<file path="config.mk">
export PLATFORM = sky130hd
export DESIGN_NAME = eth_rx_pkt_fifo
export DESIGN_NICKNAME = d
export VERILOG_FILES = /design/src/rtl/eth_pkg.sv /design/src/rtl/eth_fifo_ram.sv /design/src/rtl/eth_rx_pkt_fifo.sv
export SDC_FILE = /design/constraint.sdc
export NUM_CORES = 2
export LEC_CHECK = 0
export ABC_AREA = 1
export ABC_CLOCK_PERIOD_IN_PS = 5400
export CAP_MARGIN = 30
export CORE_MARGIN = 2
export CORE_UTILIZATION = 47
export DETAILED_ROUTE_END_ITERATION = 8
export PLACE_DENSITY = 0.63
export SETUP_SLACK_MARGIN = 0.15
export SLEW_MARGIN = 10
export SYNTH_ARGS = -nofsm -noshare
export SYNTH_HDL_FRONTEND = slang
export SYNTH_SLANG_ARGS = --single-unit
export TNS_END_PERCENT = 20
</file>
<file path="constraint.sdc">
create_clock -name clk -period 5.4 [get_ports clk]
set_input_delay 1.08 -clock clk [delete_from_list [all_inputs] [get_ports clk]]
set_output_delay 1.08 -clock clk [all_outputs]
set_load 0.01 [all_outputs]
</file>
<file path="src/rtl/eth_pkg.sv">
// Shared widths, field positions and write-FSM state type for the
// Ethernet receive packet FIFO.
package eth_pkg;

    localparam int DATA_W  = 32;
    localparam int FIFO_W  = 34;
    localparam int SOP_BIT = 32;
    localparam int EOP_BIT = 33;

    typedef enum logic [1:0] {
        IDLE,
        WRITE,
        DROP
    } wr_state_t;

endpackage

</file>
<file path="src/rtl/eth_fifo_ram.sv">
// Simple dual-port RAM: one write port and one read port.
// The read port has a registered output that holds its value when not reading.
module eth_fifo_ram #(
    parameter int DEPTH  = 64,
    parameter int FIFO_W = 34
) (
    input  logic                       clk,
    input  logic                       rstn,
    input  logic                       we,
    input  logic [$clog2(DEPTH)-1:0]   waddr,
    input  logic [FIFO_W-1:0]          wdata,
    input  logic                       re,
    input  logic [$clog2(DEPTH)-1:0]   raddr,
    output logic [FIFO_W-1:0]          rdata
);

    logic [FIFO_W-1:0] mem [DEPTH];

    // Storage is intentionally not reset.
    always_ff @(posedge clk) begin
        if (we) begin
            mem[waddr] <= wdata;
        end
    end

    always_ff @(posedge clk or negedge rstn) begin
        if (!rstn) begin
            rdata <= '0;
        end else if (re) begin
            rdata <= mem[raddr];
        end
    end

endmodule

</file>
<file path="src/rtl/eth_rx_pkt_fifo.sv">
// Packet-aware store-and-forward FIFO: only complete packets become visible
// to the reader; packets that overflow or are malformed are dropped whole.
module eth_rx_pkt_fifo
    import eth_pkg::*;
#(
    parameter int DEPTH      = 64,
    parameter int PKT_CNT_W  = 7,
    parameter int DROP_CNT_W = 16
) (
    input  logic                  clk,
    input  logic                  rstn,
    input  logic [FIFO_W-1:0]     wr_data,
    input  logic                  wr_en,
    input  logic                  rd_en,
    output logic [FIFO_W-1:0]     rd_data,
    output logic                  rd_valid,
    output logic                  empty,
    output logic [PKT_CNT_W-1:0]  pkt_cnt,
    output logic                  drop_pulse,
    output logic [DROP_CNT_W-1:0] drop_cnt
);

    localparam int AW = $clog2(DEPTH);
    localparam int PW = AW + 1;
    localparam logic [PW-1:0] FULL_LVL = PW'(DEPTH);

    wr_state_t     state, state_nxt;
    logic [PW-1:0] wr_ptr, commit_ptr, rd_ptr;
    logic [PW-1:0] wr_ptr_nxt, commit_ptr_nxt;
    logic [PW-1:0] used;
    logic          full, sop, eop;
    logic          ram_we, commit, drop;
    logic          rd_fire, eop_read;

    assign sop      = wr_data[SOP_BIT];
    assign eop      = wr_data[EOP_BIT];
    assign used     = wr_ptr - rd_ptr;
    assign full     = (used == FULL_LVL);
    assign empty    = (commit_ptr == rd_ptr);
    assign rd_fire  = rd_en & ~empty;
    assign eop_read = rd_valid & rd_data[EOP_BIT];

    always_ff @(posedge clk or negedge rstn) begin
        if (!rstn) begin
            state <= IDLE;
        end else begin
            state <= state_nxt;
        end
    end

    always_comb begin
        state_nxt      = state;
        wr_ptr_nxt     = wr_ptr;
        commit_ptr_nxt = commit_ptr;
        ram_we         = 1'b0;
        commit         = 1'b0;
        drop           = 1'b0;
        if (wr_en) begin
            unique case (state)
                IDLE: begin
                    if (sop) begin
                        if (full) begin
                            drop      = 1'b1;
                            state_nxt = eop ? IDLE : DROP;
                        end else begin
                            ram_we     = 1'b1;
                            wr_ptr_nxt = wr_ptr + 1'b1;
                            if (eop) begin
                                commit         = 1'b1;
                                commit_ptr_nxt = wr_ptr + 1'b1;
                            end else begin
                                state_nxt = WRITE;
                            end
                        end
                    end
                end
                WRITE: begin
                    // A stray sop or running out of space abandons the packet.
                    if (sop || full) begin
                        wr_ptr_nxt = commit_ptr;
                        drop       = 1'b1;
                        state_nxt  = eop ? IDLE : DROP;
                    end else begin
                        ram_we     = 1'b1;
                        wr_ptr_nxt = wr_ptr + 1'b1;
                        if (eop) begin
                            commit         = 1'b1;
                            commit_ptr_nxt = wr_ptr + 1'b1;
                            state_nxt      = IDLE;
                        end
                    end
                end
                DROP: begin
                    if (eop) begin
                        state_nxt = IDLE;
                    end
                end
            endcase
        end
    end

    always_ff @(posedge clk or negedge rstn) begin
        if (!rstn) begin
            wr_ptr     <= '0;
            commit_ptr <= '0;
            rd_ptr     <= '0;
            rd_valid   <= 1'b0;
            drop_pulse <= 1'b0;
            drop_cnt   <= '0;
            pkt_cnt    <= '0;
        end else begin
            wr_ptr     <= wr_ptr_nxt;
            commit_ptr <= commit_ptr_nxt;
            rd_valid   <= rd_fire;
            drop_pulse <= drop;
            if (rd_fire) begin
                rd_ptr <= rd_ptr + 1'b1;
            end
            if (drop && (drop_cnt != '1)) begin
                drop_cnt <= drop_cnt + 1'b1;
            end
            // pkt_cnt drops when the eop word is delivered on rd_data.
            case ({commit, eop_read})
                2'b10:   pkt_cnt <= pkt_cnt + 1'b1;
                2'b01:   pkt_cnt <= pkt_cnt - 1'b1;
                default: pkt_cnt <= pkt_cnt;
            endcase
        end
    end

    eth_fifo_ram #(
        .DEPTH  (DEPTH),
        .FIFO_W (FIFO_W)
    ) u_ram (
        .clk   (clk),
        .rstn  (rstn),
        .we    (ram_we),
        .waddr (wr_ptr[AW-1:0]),
        .wdata (wr_data),
        .re    (rd_fire),
        .raddr (rd_ptr[AW-1:0]),
        .rdata (rd_data)
    );

endmodule

</file>
==> results by group <==
STA
  • Minimum clock period: 4723 ps
  • Max Fclk: between 200 and 250 MHz
  • Clock skew: ~45 ps
  • RSZ-0062 raised after global routing: no
  • Final hold vios: 0
  • Setup TNS: 0 ps
  • Worst-Margin Slew: roughly 1200 ps
  • Final Cycle Share: a little under 90%
  • Slew Limit Headroom: 21.79%
  • Final setup vio count: 0
  • Max-slew violation count: 0

Run
  • Maxcap violations: 0

Layout
  • Layout Cells excl Fill: ~10000
  • Layout area overhead: 12.17%
  • Number of fill cells: ~16000
  • Share of cells above drive strength 1: a little under 8%
  • Final core occ: between 50 and 60%
  • Fin nets: 7752

Yosys
  • EDFF count, synth: around 2200
  • Dominant cell type by area after synthesis: edfxtp_1
  • Synth cell count leaders: edfxtp_1, nor2_1, o21ai_0, nand2_1, clkbuf_1
  • Asr flop ratio synth: 3.632%
  • Flops & latches, synth: 2258
  • Count leader, synth: edfxtp_1
  • Number of warnings issued by yosys: 0
  • Top post-synthesis cells by area: edfxtp_1, nor2_1, o21ai_0
  • Mapped Avg Cell Area: 11.93 um2
  • Most used DFF post-synth: edfxtp_1
  • Post-synth cell types: 32
  • Synthesized cell area: between 90000 and 100000 um2
  • Syn Inst Count: 7666
  • Sequential share of the synthesized area: approximately three quarters
  • Top-area cell type share of the netlist area: slightly above 70%
  • Net Count, Synth: ~7700

Clock network
  • CTS tree: yes
  • # hold bufs at CTS: 0
  • Clock buffer depth: 3
  • Post-CTS Setup Bufs: 0
  • Clock edge transition at the registers on the reported setup and hold paths: around 60 ps
  • Sink Count: between 2000 and 2500
  • Clock root buffer: clkbuf_16
  • CTS resizes: 0
  • Num CTS Buffers: 224
  • Clock Latency Late Sink: 880 ps
  • CTS H-tree depth: 4

Setup path
  • R2R setup slack: slightly below 700 ps
  • Worst Setup End Kind: register
  • Worst flop-to-flop path endpoint: u_ram.mem[16][4]
  • Worst-case reg-to-reg path depth: 12
  • CP required: approximately 6000 ps
  • Path type of the worst setup path: reg2reg
  • Data arrival, critical path: approximately 5200 ps
  • R2r startpoint: rd_ptr[5]
  • Maximum fanout along the worst path: 20
  • Worst setup SP type: register

Floorplan
  • Die Y: between 400 and 500 um
  • Initial Util: between 40% and 50%
  • Die ar.: ~200000 um2
  • Core Area: just under 200000 um2
  • FP Rows: 161
  • I/O Pins: between 90 and 100
  • Die W: about 450 um

Placement
  • PortBufs: between 90 and 100
  • # placed instances: ~10000
  • Routability cong.: roughly 0.90
  • Hpwl dp: 137900 um

Global routing
  • Largest net degree at the start of global routing: 192
  • Vias in the first global route: about 57000
  • Total grt overflow: 0
  • First-pass GRT wire length: between 300000 and 400000 um
  • Initial antenna violation count: 10
  • GRT Resource Usage Total: between 20% and 30%

Run status
  • Status: complete, no violations

Route
  • Final wirelength: roughly 250000 um
  • Initial DRT Pass Iterations: 5
  • DR vias: approximately 60000
  • DRC viols: 0
  • WL/cell: about 24 um
  • Vias/cell: around 5.8
  • DRT antenna net count: 0
  • Initial detailed-routing violation count: 7730

Min path
  • Hold/Removal Path Class: in2async

Pwr
  • Pwr Density: around 520 nW/um2
  • Static Leakage: ~35 nW
  • Peak supply drop: 0.4761 mV
  • Tot Pwr: 53.44 mW
[how the worst max path moves through the flow]
stage / startpoint / to / slack (ps) / depth (start not counted)
2_1_floorplan: rd_ptr[2] / u_ram.mem[31][0] / 100 / 17
3_3_place_gp: rd_ptr[5] / u_ram.mem[16][26] / 730 / 13
3_5_place_dp: rd_ptr[5] / u_ram.mem[16][24] / 720 / 12
4_1_cts: rd_ptr[5] / u_ram.mem[16][4] / 700 / 14
5_1_grt: rd_ptr[5] / u_ram.mem[16][4] / 370 / 13
6_report: rd_ptr[5] / u_ram.mem[16][4] / 680 / 12
[state kept, by name, indices dropped and copies added (netlist names)]
signal,cells
drop_cnt,16
u_ram.mem,2176
commit_ptr,7
pkt_cnt,7
rd_ptr,7
drop_pulse,1
rd_valid,1
wr_ptr,7
u_ram.rdata,34
state,2
[cells in the final DEF (no fill, tap or decap), drive strengths merged, types with 21 or more instances in the layout]
cell type	n
nand4	23
clkinv	110
buf	219
nor3	21
inv	168
o211ai	216
nor2	1996
clkbuf	282
o21ai	1139
dfrtp	82
clkdlybuf4s50	62
a21oi	86
nand2	859
o22ai	75
nand3	279
edfxtp	2176
[stage by stage]
| step | setup slack (ps) | hold WS, ps | cell area (um2) |
|---|---|---|---|
| 6_report | 677.0 | 289.9 | 102600 |
| 5_1_grt | 368.5 | 309.9 | 102600 |
| 3_3_place_gp | 728.6 | 470.3 | 95570 |
| 3_5_place_dp | 715.5 | 475.6 | 95610 |
| 2_1_floorplan | 96.96 | 467.8 | 91430 |
| 4_1_cts | 699.5 | 264.1 | 102500 |
[layout make-up]
type	count	area (um2)	area share (%)
Tap cell	2526	3161	3.082
Multi-Input combinational cell	4764	21730	21.19
Inverter	169	661.9	0.6454
Clock buffer	282	5876	5.729
Timing Repair Buffer	281	2653	2.586
Clock inverter	127	1061	1.035
Sequential cell	2258	67410	65.73
Antenna cell	3	7.507	0.007320
[report_power, final]
part	total [mW]	leakage (nW)	switching, mW	internal, mW
registers	20.2	20.6	0.445	19.7
logic	18.4	10.7	13.3	5.14
clock network	14.9	3.36	6.64	8.21
[per-layer routing]
metal / share of wire, % / global-route usage [%] / vias up
li1: - / - / 27120
met1: 42 / 36.33 / 29715
met2: 47 / 40.24 / 2699
met3: 8.8 / 3.983 / 397
met4: 2.4 / 6.704 / 4
met5: 0.0098 / 0 / -
[worst max-delay path: stages (launching register included)]
cell      delay (ps)
dfrtp_1          640
clkinv_1         230
ha_1             380
a21oi_1          200
nand3_1          100
nand2_1           60
nand2_1           90
nand2_2          160
nand3_1          110
nand2_1          500
nand3_1          730
nor2_4           720
buf_4            450
[logic make-up after synthesis]
logic type               after synthesis  share of synthesized area (%)
AND/OR/NAND/NOR                     3190                          13.64
flip-flops                          2258                          73.71
AO/OA/AOI/OAI                       1522                          9.036
buffers and inverters                644                          3.052
XOR/XNOR                              36                         0.3449
adder cells (fa/ha/maj)               16                         0.2190
Power figures use the tool's default switching activity.
